### src/rtl/bit_serial_subtractor.sv
// bit_serial_subtractor
//   Computes a - b - bin one bit per clock, LSB first, using a single
//   full-subtractor slice and a registered borrow. The design has a
//   start/busy/done handshake. A result is produced WIDTH cycles after
//   start is accepted.
//
// Parameters
//   WIDTH   operand/result width (>= 1)
//
// Ports
//   clk     rising-edge clock
//   rst_n   asynchronous reset, active-low
//   start   request, sampled when not busy (IDLE or DONE)
//   a, b    minuend / subtrahend, captured with start
//   bin     borrow in, captured with start
//   busy    high while the operation runs (RUN state only)
//   done    one-cycle completion pulse
//   diff    result, held between completions
//   bout    borrow out, held between completions
//
// Configuration macro
//   SERIAL_SUB_SAT_EN  when defined, diff saturates to 0 on a final borrow

module bs_fsub_slice (
    input  logic x,
    input  logic y,
    input  logic br,
    output logic d,
    output logic br_nxt
);
    assign d      = x ^ y ^ br;
    assign br_nxt = (~x & y) | (~(x ^ y) & br);
endmodule

module bit_serial_subtractor #(
    parameter int WIDTH = 4
) (
    input  logic             clk,
    input  logic             rst_n,
    input  logic             start,
    input  logic [WIDTH-1:0] a,
    input  logic [WIDTH-1:0] b,
    input  logic             bin,
    output logic             busy,
    output logic             done,
    output logic [WIDTH-1:0] diff,
    output logic             bout
);
    localparam int CW = (WIDTH > 1) ? $clog2(WIDTH) : 1;

    typedef enum logic [1:0] {IDLE, RUN, DONE} state_t;

    state_t           state, state_nxt;
    logic [WIDTH-1:0] a_sr, b_sr, r_sr;
    logic             br;
    logic [CW-1:0]    cnt;
    logic             d, br_nxt, last;
    logic [WIDTH:0]   r_cat;
    logic [WIDTH-1:0] r_nxt;

    bs_fsub_slice u_slice (
        .x      (a_sr[0]),
        .y      (b_sr[0]),
        .br     (br),
        .d      (d),
        .br_nxt (br_nxt)
    );

    assign last  = (cnt == CW'(WIDTH - 1));
    // New bit enters at the MSB; the concat keeps WIDTH=1 free of empty slices.
    assign r_cat = {d, r_sr};
    assign r_nxt = r_cat[WIDTH:1];

    always_ff @(posedge clk or negedge rst_n) begin
        if (!rst_n) state <= IDLE;
        else        state <= state_nxt;
    end

    always_comb begin
        state_nxt = state;
        case (state)
            IDLE, DONE: state_nxt = start ? RUN : IDLE;
            RUN:        state_nxt = last ? DONE : RUN;
            default:    state_nxt = IDLE;
        endcase
    end

    assign busy = (state == RUN);
    assign done = (state == DONE);

    always_ff @(posedge clk or negedge rst_n) begin
        if (!rst_n) begin
            a_sr <= '0;
            b_sr <= '0;
            r_sr <= '0;
            br   <= 1'b0;
            cnt  <= '0;
            diff <= '0;
            bout <= 1'b0;
        end else if (state == RUN) begin
            a_sr <= a_sr >> 1;
            b_sr <= b_sr >> 1;
            r_sr <= r_nxt;
            br   <= br_nxt;
            cnt  <= cnt + CW'(1);
            if (last) begin
`ifdef SERIAL_SUB_SAT_EN
                diff <= br_nxt ? '0 : r_nxt;
`else
                diff <= r_nxt;
`endif
                bout <= br_nxt;
            end
        end else if (start) begin
            // IDLE or DONE: accept a new operation.
            a_sr <= a;
            b_sr <= b;
            r_sr <= '0;
            br   <= bin;
            cnt  <= '0;
        end
    end
endmodule

### config.mk
export PLATFORM = sky130hd
export DESIGN_NAME = bit_serial_subtractor
export DESIGN_NICKNAME = d
export VERILOG_FILES = /design/src/rtl/bit_serial_subtractor.sv
export SDC_FILE = /design/constraint.sdc
export NUM_CORES = 1
export LEC_CHECK = 0
export CELL_PAD_IN_SITES_DETAIL_PLACEMENT = 0
export CELL_PAD_IN_SITES_GLOBAL_PLACEMENT = 2
export CORE_MARGIN = 5
export CORE_UTILIZATION = 37
export DETAILED_ROUTE_END_ITERATION = 8
export GPL_ROUTABILITY_DRIVEN = 1
export GPL_TIMING_DRIVEN = 0
export PLACE_DENSITY_LB_ADDON = 0.2
export SLEW_MARGIN = 10
export SYNTH_ARGS = -nofsm -noshare
export SYNTH_HDL_FRONTEND = slang
export SYNTH_HIERARCHICAL = 1
export SYNTH_SLANG_ARGS = --single-unit
### constraint.sdc
create_clock -name clk -period 2.38 [get_ports clk]
set_input_delay 0.238 -clock clk [delete_from_list [all_inputs] [get_ports clk]]
set_output_delay 0.238 -clock clk [all_outputs]
set_load 0.01 [all_outputs]
==> results by group <==
Clock network
  • H-tree Lvls: 1
  • Post-CTS Hold Buffers: 0
  • Clock buffers created by TritonCTS: 3
  • Buffer cell driving the clock tree root: sky130_fd_sc_hd__clkbuf_4
  • Setup repair bufs after CTS: 0
  • Number of cells upsized or downsized after cts: 0
  • Clock tree from TritonCTS: built
  • Clock sink count: 21
  • CTS max path bufs: 2
  • Clock latency of the later-clocked register in the worst-skew pair: 0.30 ns
  • Clock transition at the registers of the reported paths: 0.11 ns

Timing
  • Fin Setup TNS: 0 ns
  • Number of setup violations in the final report: 0
  • Total count of max-transition violations in the final report: 0
  • Share of the clock period used by the worst path after layout: 86.50%
  • Worst slew margin: 37.48%
  • Slew at the pin closest to its max-slew limit: 0.9349 ns
  • Hold Fails Final Rpt: 0
  • Clock period minus worst slack: 2.059 ns
  • Max Fclk: 0.4858 GHz
  • Setup repair after global routing missed its margin: false
  • Final worst clock skew: 0.005242 ns

Detailed routing
  • DR vias: 562
  • Initial detailed-routing violation count: 3
  • Drt total wl: 1610 um
  • Number of search-and-repair iterations in the first detailed-routing pass: 4
  • DRC: 0
  • Wire length per cell after detailed routing: 13.42 um
  • Via density per instance: 4.683
  • Number of nets still failing antenna checks after routing: 0

Power
  • Cell leakage power: 0.5873 nW
  • Power per cell area: 1149 mW/mm^2
  • Logic pwr share: 45.3%
  • Clock share of power: 12.1%
  • Switching Share: 30.36%
  • Switching pwr: 0.4266 mW
  • Int Power: 0.9784 mW
  • Peak supply drop: 0.5571 mV
  • Seq pwr share: 42.6%

Final layout
  • Antenna diode count: 0
  • Leading cell types in the layout, fill and taps excluded: 21 x sky130_fd_sc_hd__dfrtp_1, 19 x sky130_fd_sc_hd__mux2_2, 17 x sky130_fd_sc_hd__clkdlybuf4s50_1
  • Most common library cell in the layout ignoring fill and taps: sky130_fd_sc_hd__dfrtp_1
  • Proportion of layout cells with a drive suffix above 1: 32.22%
  • Final instance area: 0.001222 mm^2
  • Fill count: 237
  • Area of the multi-input gates: 406.6 um^2
  • Net count reported at finish: 105
  • Area used by sequential logic in the layout: 525.5 um^2
  • Area overhead of the layout relative to synthesis: 23.67%

Worst setup path
  • Critical Path Start Type: flip-flop
  • Worst-case register-to-register setup slack: 0.99 ns
  • Required time at the endpoint of the critical path: 2.14 ns
  • Worst flop-to-flop path endpoint: diff[3]
  • Arrival time at the worst endpoint: 1.82 ns
  • Endpoint class of the critical path: output port
  • Critical R2R Launch: cnt[0]
  • Kind of critical path: flip-flop to output port
  • Reg2Reg Depth: 3
  • Largest fanout on the critical path: 10

Synth
  • Fraction of the yosys area taken by sequential cells: 53.16%
  • Total number of yosys warnings: 6
  • Mean instance size in the synthesized netlist: 14.33 um^2
  • Number of distinct library cell variants in the gate-level netlist after synthesis: 16
  • Number of nets in the synthesized netlist: 83
  • Syn Std Cell Area: 988.4 um^2
  • Instance count of the mapped netlist: 69
  • Total of flip-flops plus latches after synthesis: 21

Place
  • Routability congestion estimate from global placement: 0.6337
  • Post-DP HPWL: 1170 um
  • Dpl cell area: 0.001196 mm^2
  • IO buf count: 17

Floorplan
  • Number of cell rows: 18
  • Effective utilization at floorplan: 39.19%
  • Top-level I/O count: 19
  • Chip Width: 61.69 um
  • Area of the core: 0.002522 mm^2
  • Die height: 61.69 um
  • DIE AREA: 0.003805 mm^2

Hold path
  • WHS Path Cells: 3
  • Worst hold path class: input port to flip-flop
  • Worst min-delay path endpoint: b_sr[0]
  • Min-Delay Startpoint: start

Status
  • Status: completed

GRT
  • Sum of overflow across all layers after global routing: 0
  • Via count of the first global-routing pass: 609
  • Wire length of the first global-routing pass: 2711 um
  • Maximum number of pins on one net before global-route repair: 22
  • Initial antenna violation count: 0
  • All-layer global routing usage: 10.17%

Flow run
  • Max-cap violation count: 0
final cells by class:
cell class	instances	area share, %
flip-flops and latches	21	42.99
repair buffers	17	13.92
clock buffers	4	2.149
well taps	30	3.071
plain buffers	3	2.764
inverters	6	1.842
multi-input cells	39	33.27
metal layers:
metal,share of wire (%),vias up,global-route usage [%]
met5,0,-,0
met4,0.81,0,5.455
met3,5.3,2,3.145
met2,48,9,17.04
met1,46,277,11.50
li1,-,274,-
how the worst max path moves through the flow:
stage               slack, ns      from    to  cells after the start
finish                   0.32  state[1]  busy                      4
global route             0.20  state[1]  busy                      4
CTS                      0.28  state[1]  busy                      4
detailed placement       0.65  state[1]  busy                      4
global placement         0.65  state[1]  busy                      4
floorplan                1.14    cnt[0]  bout                      3
sequential cells by signal, summed over array words and instances (netlist names):
signal / count
a_sr: 4
b_sr: 4
diff: 4
r_sr: 3
cnt: 2
state: 2
bout: 1
br: 1
cell usage after synthesis:
library cell               count  area [um^2]
sky130_fd_sc_hd__dfrtp_1      21        525.5
sky130_fd_sc_hd__mux2_2       19        214.0
sky130_fd_sc_hd__inv_1         6        22.52
sky130_fd_sc_hd__and2b_1       4        30.03
sky130_fd_sc_hd__mux2_4        4        60.06
sky130_fd_sc_hd__mux2i_1       3        30.03
sky130_fd_sc_hd__nand2b_1      2        12.51
sky130_fd_sc_hd__nor2_1        2        7.510
sky130_fd_sc_hd__buf_4         1        7.510
sky130_fd_sc_hd__buf_6         1        11.26
sky130_fd_sc_hd__buf_8         1        15.01
sky130_fd_sc_hd__fa_1          1        20.02
sky130_fd_sc_hd__ha_1          1        12.51
sky130_fd_sc_hd__nand3b_1      1        7.510
sky130_fd_sc_hd__nor2b_1       1        6.260
sky130_fd_sc_hd__o22ai_1       1        6.260
power by group through the flow:
stage | Combinational [mW] | Sequential (mW) | Clock (mW)
after floorplan | 0.427 | 0.612 | 0
after global placement | 0.634 | 0.607 | 0
after detailed placement | 0.649 | 0.613 | 0
after CTS | 0.652 | 0.604 | 0.182
after global routing | 0.709 | 0.623 | 0.190
final | 0.636 | 0.599 | 0.170
critical path: stages, from the launching register on:
cell,delay [ns]
sky130_fd_sc_hd__dfrtp_1,0.40
sky130_fd_sc_hd__nand2b_1,0.24
sky130_fd_sc_hd__buf_4,0.24
sky130_fd_sc_hd__inv_1,0.10
sky130_fd_sc_hd__clkdlybuf4s50_1,0.54
logic make-up (layout without fill, tap and decap cells):
family	count (synthesis)	count (layout)	synth area share, %
AO/OA/AOI/OAI	1	1	0.6333
adder cells (fa/ha/maj)	2	2	3.291
buffers and inverters	9	30	5.696
flip-flops	21	21	53.16
multiplexers	26	26	30.76
AND/OR/NAND/NOR	10	10	6.457
through the flow:
stage	total power [mW]	hold WS (ns)	std cells	setup slack (ns)	util (%)
global placement	1.241	0.4715	116	0.6458	47.42
floorplan	1.039	-0.05759	69	1.138	-
CTS	1.438	0.3259	120	0.2801	48.46
finish	1.405	0.3397	120	0.3214	48.46
detailed placement	1.261	0.4802	116	0.6450	47.42
global route	1.523	0.3319	120	0.1983	48.46
No activity file was read; power rests on OpenSTA's default activity.
==> patch 1, RTL diff (same flow settings) <==
The parameter `WIDTH` goes from 4 to 8.
--- a/src/rtl/bit_serial_subtractor.sv
+++ b/src/rtl/bit_serial_subtractor.sv
@@ -33,7 +33,7 @@
 endmodule
 
 module bit_serial_subtractor #(
-    parameter int WIDTH = 4
+    parameter int WIDTH = 8
 ) (
     input  logic             clk,
     input  logic             rst_n,
Ports: changed (resized a, b and diff); port bits go from 19 to 31. No check against the original RTL was run, so the function may have changed too.
==> patch 1 against the original RTL <==
Sequential power up 80%; routed wire length rose by 100%; worst hold slack improved by 0.070 ns; final area up 88%; setup slack got worse by 0.037 ns; sequential cell count grew 17; register-to-register slack worse by 0.23 ns; clock skew rose by 0.0035 ns; count of clock-buffer cells in the layout is 2 higher; die area up 68%; power is 85% higher; area after synthesis increased by 83%; critical path type unchanged; largest cell class unchanged; highest routed layer unchanged.
==> patch 1: results (changes against the original RTL) <==
First-pass GRT wire length: 5.66 mm (+110%)
Slew @ Worst Pin: 0.443 ns (-0.492 ns)
Vias in the first global route: 1166 (+91%)
Clock skew: 0.00872 ns (+0.00348 ns)
IO buf count: 29 (+12)
Yosys cell types: 15 (-1)
Worst R2R End: diff[5]$_DFFE_PN0P_
Leak: 1.07 nW (+82%)
Largest regs: a_sr: 8 flops, b_sr: 8 flops, diff: 8 flops
Top post-synthesis cells by area: dfrtp_1, mux2_2, mux2_4
Fill count: 418 (+76%)
Net count after synthesis: 144 (+73%)
Outcome: complete, no violations
FF-to-FF setup slack: 0.76 ns (-0.23 ns)
Routed WL: 3.22 mm (+100%)
Warnings, synthesis: 6 (unchanged)
DP Area: 2200 um2 (+84%)
Met2 usage: 0.182 (+0.0117)
Setup WS pre-CTS: 0.589 ns (-0.0557 ns)
Initial DRT Pass Iterations: 2 (-2)
GR Util met1: 0.149 (+0.0336)
Root buffer cell: clkbuf_8
Largest net degree at the start of global routing: 23 (+4.5%)
R2r worst-path depth: 5 (+2)
Fmax: 477 MHz (-1.8%)
Total track usage: 0.118 (+0.0164)
Met2 WL post-DR: 1.51 mm (+96%)
Fraction of layout cells with a size suffix above 1: 0.399 (+0.0765)
Final net count: 182 (+73%)
Met3 Wirelength: 166 um (+95%)
Post-DP HPWL: 2.32 mm (+98%)
First DRT Iteration DRCs: 32 (+29)
Metal-1 WL: 1.49 mm (+100%)
Sequential cell area fraction in the yosys report: 0.526 (-0.00533)
H-tree levels: 2 (+1)
Num CTS Buffers: 5 (+2)
Met3 Resource Use GR: 0.0451 (+0.0137)
Clock transition at path regs: 0.07 ns (-0.04 ns)
CP arrival: 1.86 ns (+0.04 ns)
Hold endpoint: b_sr[4]$_DFFE_PN0P_
Drt via density: 4.48 (-4.4%)
patch 1: cell count changes in the layout (fill, tap and decap cells not counted), moves of 6 or more:
cell             change
mux2_4              +10
mux2_2              +15
clkbuf_8             +6
nor2b_1              +9
dfrtp_1             +17
clkdlybuf4s50_1     +11
patch 1: kinds of logic after synthesis:
logic type / share of synthesized area
buffers and inverters: 0.0505
muxes: 0.345
AOI/OAI and AO/OA: 0.00346
adders and majority gates: 0.0249
and+or+nand+nor: 0.0499
DFF: 0.526
patch 1: worst max-delay path, stage by stage, from the launching register on:
cell and delay (ns):
dfrtp_1 0.39, nand2b_1 0.14, buf_2 0.20, buf_6 0.18
inv_1 0.11, clkdlybuf4s50_1 0.55
patch 1: area by class of cell:
type | instances | area [um2] | area share
Sequential cell | 38 | 951 | 0.414
Multi-Input combinational cell | 70 | 764 | 0.333
Timing Repair Buffer | 31 | 323 | 0.141
Tap cell | 67 | 83.8 | 0.0365
Clock buffer | 6 | 82.6 | 0.0360
Buffer | 7 | 68.8 | 0.0300
Inverter | 6 | 22.5 | 0.00981
patch 1: repair_timing:
item / 4_1_cts / 5_1_grt
endpoints found under the hold margin: 16 / 0
hold buffers: 1 / 0
resized for setup: 0 / 0
patch 1: where the power goes:
part / total [mW] / leakage, nW / internal (mW) / switching [mW]
combinational: 1.09 / 0.543 / 0.704 / 0.383
clock: 0.432 / 0.0431 / 0.223 / 0.208
sequential: 1.08 / 0.484 / 0.927 / 0.151
total: 2.60 / 1.07 / 1.85 / 0.742
patch 1: per-stage QoR:
step                      hold slack [ns]  cells  power, mW
after global routing                0.399    225       2.80
final                               0.410    225       2.60
after global placement              0.471    217       2.16
after detailed placement            0.205    218       2.20
after floorplan                   -0.0576    121       1.84
after CTS                           0.395    225       2.65
==> patch 2, RTL diff (same settings) <==
Without the edit above. Register the outputs `busy` and `done`, with the module's reset; this adds one clock of latency there. The other outputs are not delayed to match. Comments in the files are not updated.
--- a/src/rtl/bit_serial_subtractor.sv
+++ b/src/rtl/bit_serial_subtractor.sv
@@ -85,8 +85,15 @@
         endcase
     end
 
-    assign busy = (state == RUN);
-    assign done = (state == DONE);
+    always_ff @(posedge clk or negedge rst_n) begin
+        if (!rst_n) begin
+            busy <= '0;
+            done <= '0;
+        end else begin
+            busy <= (state == RUN);
+            done <= (state == DONE);
+        end
+    end
 
     always_ff @(posedge clk or negedge rst_n) begin
         if (!rst_n) begin
Check against the original RTL: not equivalent (Yosys sat finds a counterexample within 4 cycles, from zero or initial values and one cycle with rst_n low).
==> patch 2 against the original RTL <==
Final area up 4.6%; via count up 2.0%; critical path depth down 3; final cell count up 2.5%; die area up 4.7%; sequential cell count up 2; routed wire length up 2.4%; clock skew about the same; area after synthesis up 5.6%; power up 4.5%; worst hold slack worse by 0.0087 ns; setup slack better by 0.62 ns; largest cell class unchanged; highest routed layer unchanged.
==> patch 2: results (changes against the original RTL) <==
Synth cell count leaders: dfrtp_1, mux2_2, inv_1, and2b_1, mux2_4
Leak: 0.606 nW (+3.2%)
First DRT Iteration DRCs: 7 (+4)
CP arrival: 1.20 ns (-0.62 ns)
Initial DRT Pass Iterations: 2 (-2)
Setup WS pre-CTS: 0.819 ns (+0.174 ns)
DP Area: 1250 um2 (+4.7%)
VDD IR max: 641 uV (+15%)
Max_slew headroom: 0.316 (-0.0591)
Vias in the first global route: 674 (+11%)
First-pass GRT wire length: 3.03 mm (+12%)
Top post-synthesis cells by area: dfrtp_1, mux2_2, mux2_4
FF-to-FF setup slack: 1.01 ns (+0.02 ns)
Crit share post-route: 0.603 (-0.262)
Cells after Synth: 71 (+2.9%)
Post-cts sizing count: 0 (unchanged)
Final net count: 107 (+1.9%)
Drt via density: 4.66 (-0.53%)
Total track usage: 0.0972 (-0.00445)
Yosys cell types: 15 (-1)
Final cell count without fillers: 123 (+2.5%)
Fill count: 250 (+5.5%)
CP max FO: 2 (-8)
H-tree levels: 1 (unchanged)
Fin Hold WS: 0.331 ns (-0.00873 ns)
Clock skew: 0.00570 ns (+0.000460 ns)
Mean routed wirelength per cell: 13.4 um (-0.14%)
Outcome: complete, no violations
GPL Wtd Cong: 0.638 (+0.69%)
Largest net degree at the start of global routing: 24 (+9.1%)
Net count after synthesis: 85 (+2.4%)
Sequential cell area fraction in the yosys report: 0.552 (+0.0199)
N_diodes: 0 (unchanged)
Fraction of layout cells with a size suffix above 1: 0.326 (+0.00386)
patch 2: path summary, 6_finish.rpt:
path / from / end / cells past startpoint
setup / recovery: diff[0]$_DFFE_PN0P_ / diff[0] / 1
hold / removal: start / b_sr[1]$_DFFE_PN0P_ / 3
setup reg to reg: cnt[0]$_DFFE_PN0P_ / bout$_DFFE_PN0P_ / 3
hold reg to reg: state[0]$_DFF_PN0_ / done$_DFF_PN0_ / 1
max in group asynchronous: rst_n / b_sr[0]$_DFFE_PN0P_ / 1
min in group asynchronous: rst_n / a_sr[1]$_DFFE_PN0P_ / 1
patch 2: power breakdown:
group	internal, mW	total [mW]	switching, mW
clock network	0.0654	0.175	0.109
registers	0.559	0.645	0.0861
logic	0.409	0.649	0.240
total	1.03	1.47	0.435
patch 2: cells by family (layout without fill, tap and decap cells):
family,Yosys count,in the layout,synth area share
mux,27,27,0.302
flops,23,23,0.552
simple gates,11,11,0.0648
fa+ha+maj,2,2,0.0312
buf+inv,8,29,0.0504
patch 2: area by class of cell:
| cell class | instances | area, um2 | area share |
|---|---|---|---|
| sequential | 23 | 576 | 0.450 |
| multi-input combinational | 40 | 415 | 0.325 |
| timing repair buffer | 17 | 170 | 0.133 |
| tap | 31 | 38.8 | 0.0303 |
| buffer | 3 | 33.8 | 0.0264 |
| clock buffer | 4 | 26.3 | 0.0205 |
| inverter | 5 | 18.8 | 0.0147 |
patch 2: layer usage:
layer,part of all wire,GRT usage,routed length [um]
met5,0,0,0
met4,0.0097,0.0318,16
met2,0.48,0.163,796
met3,0.056,0.0426,92
met1,0.45,0.110,742
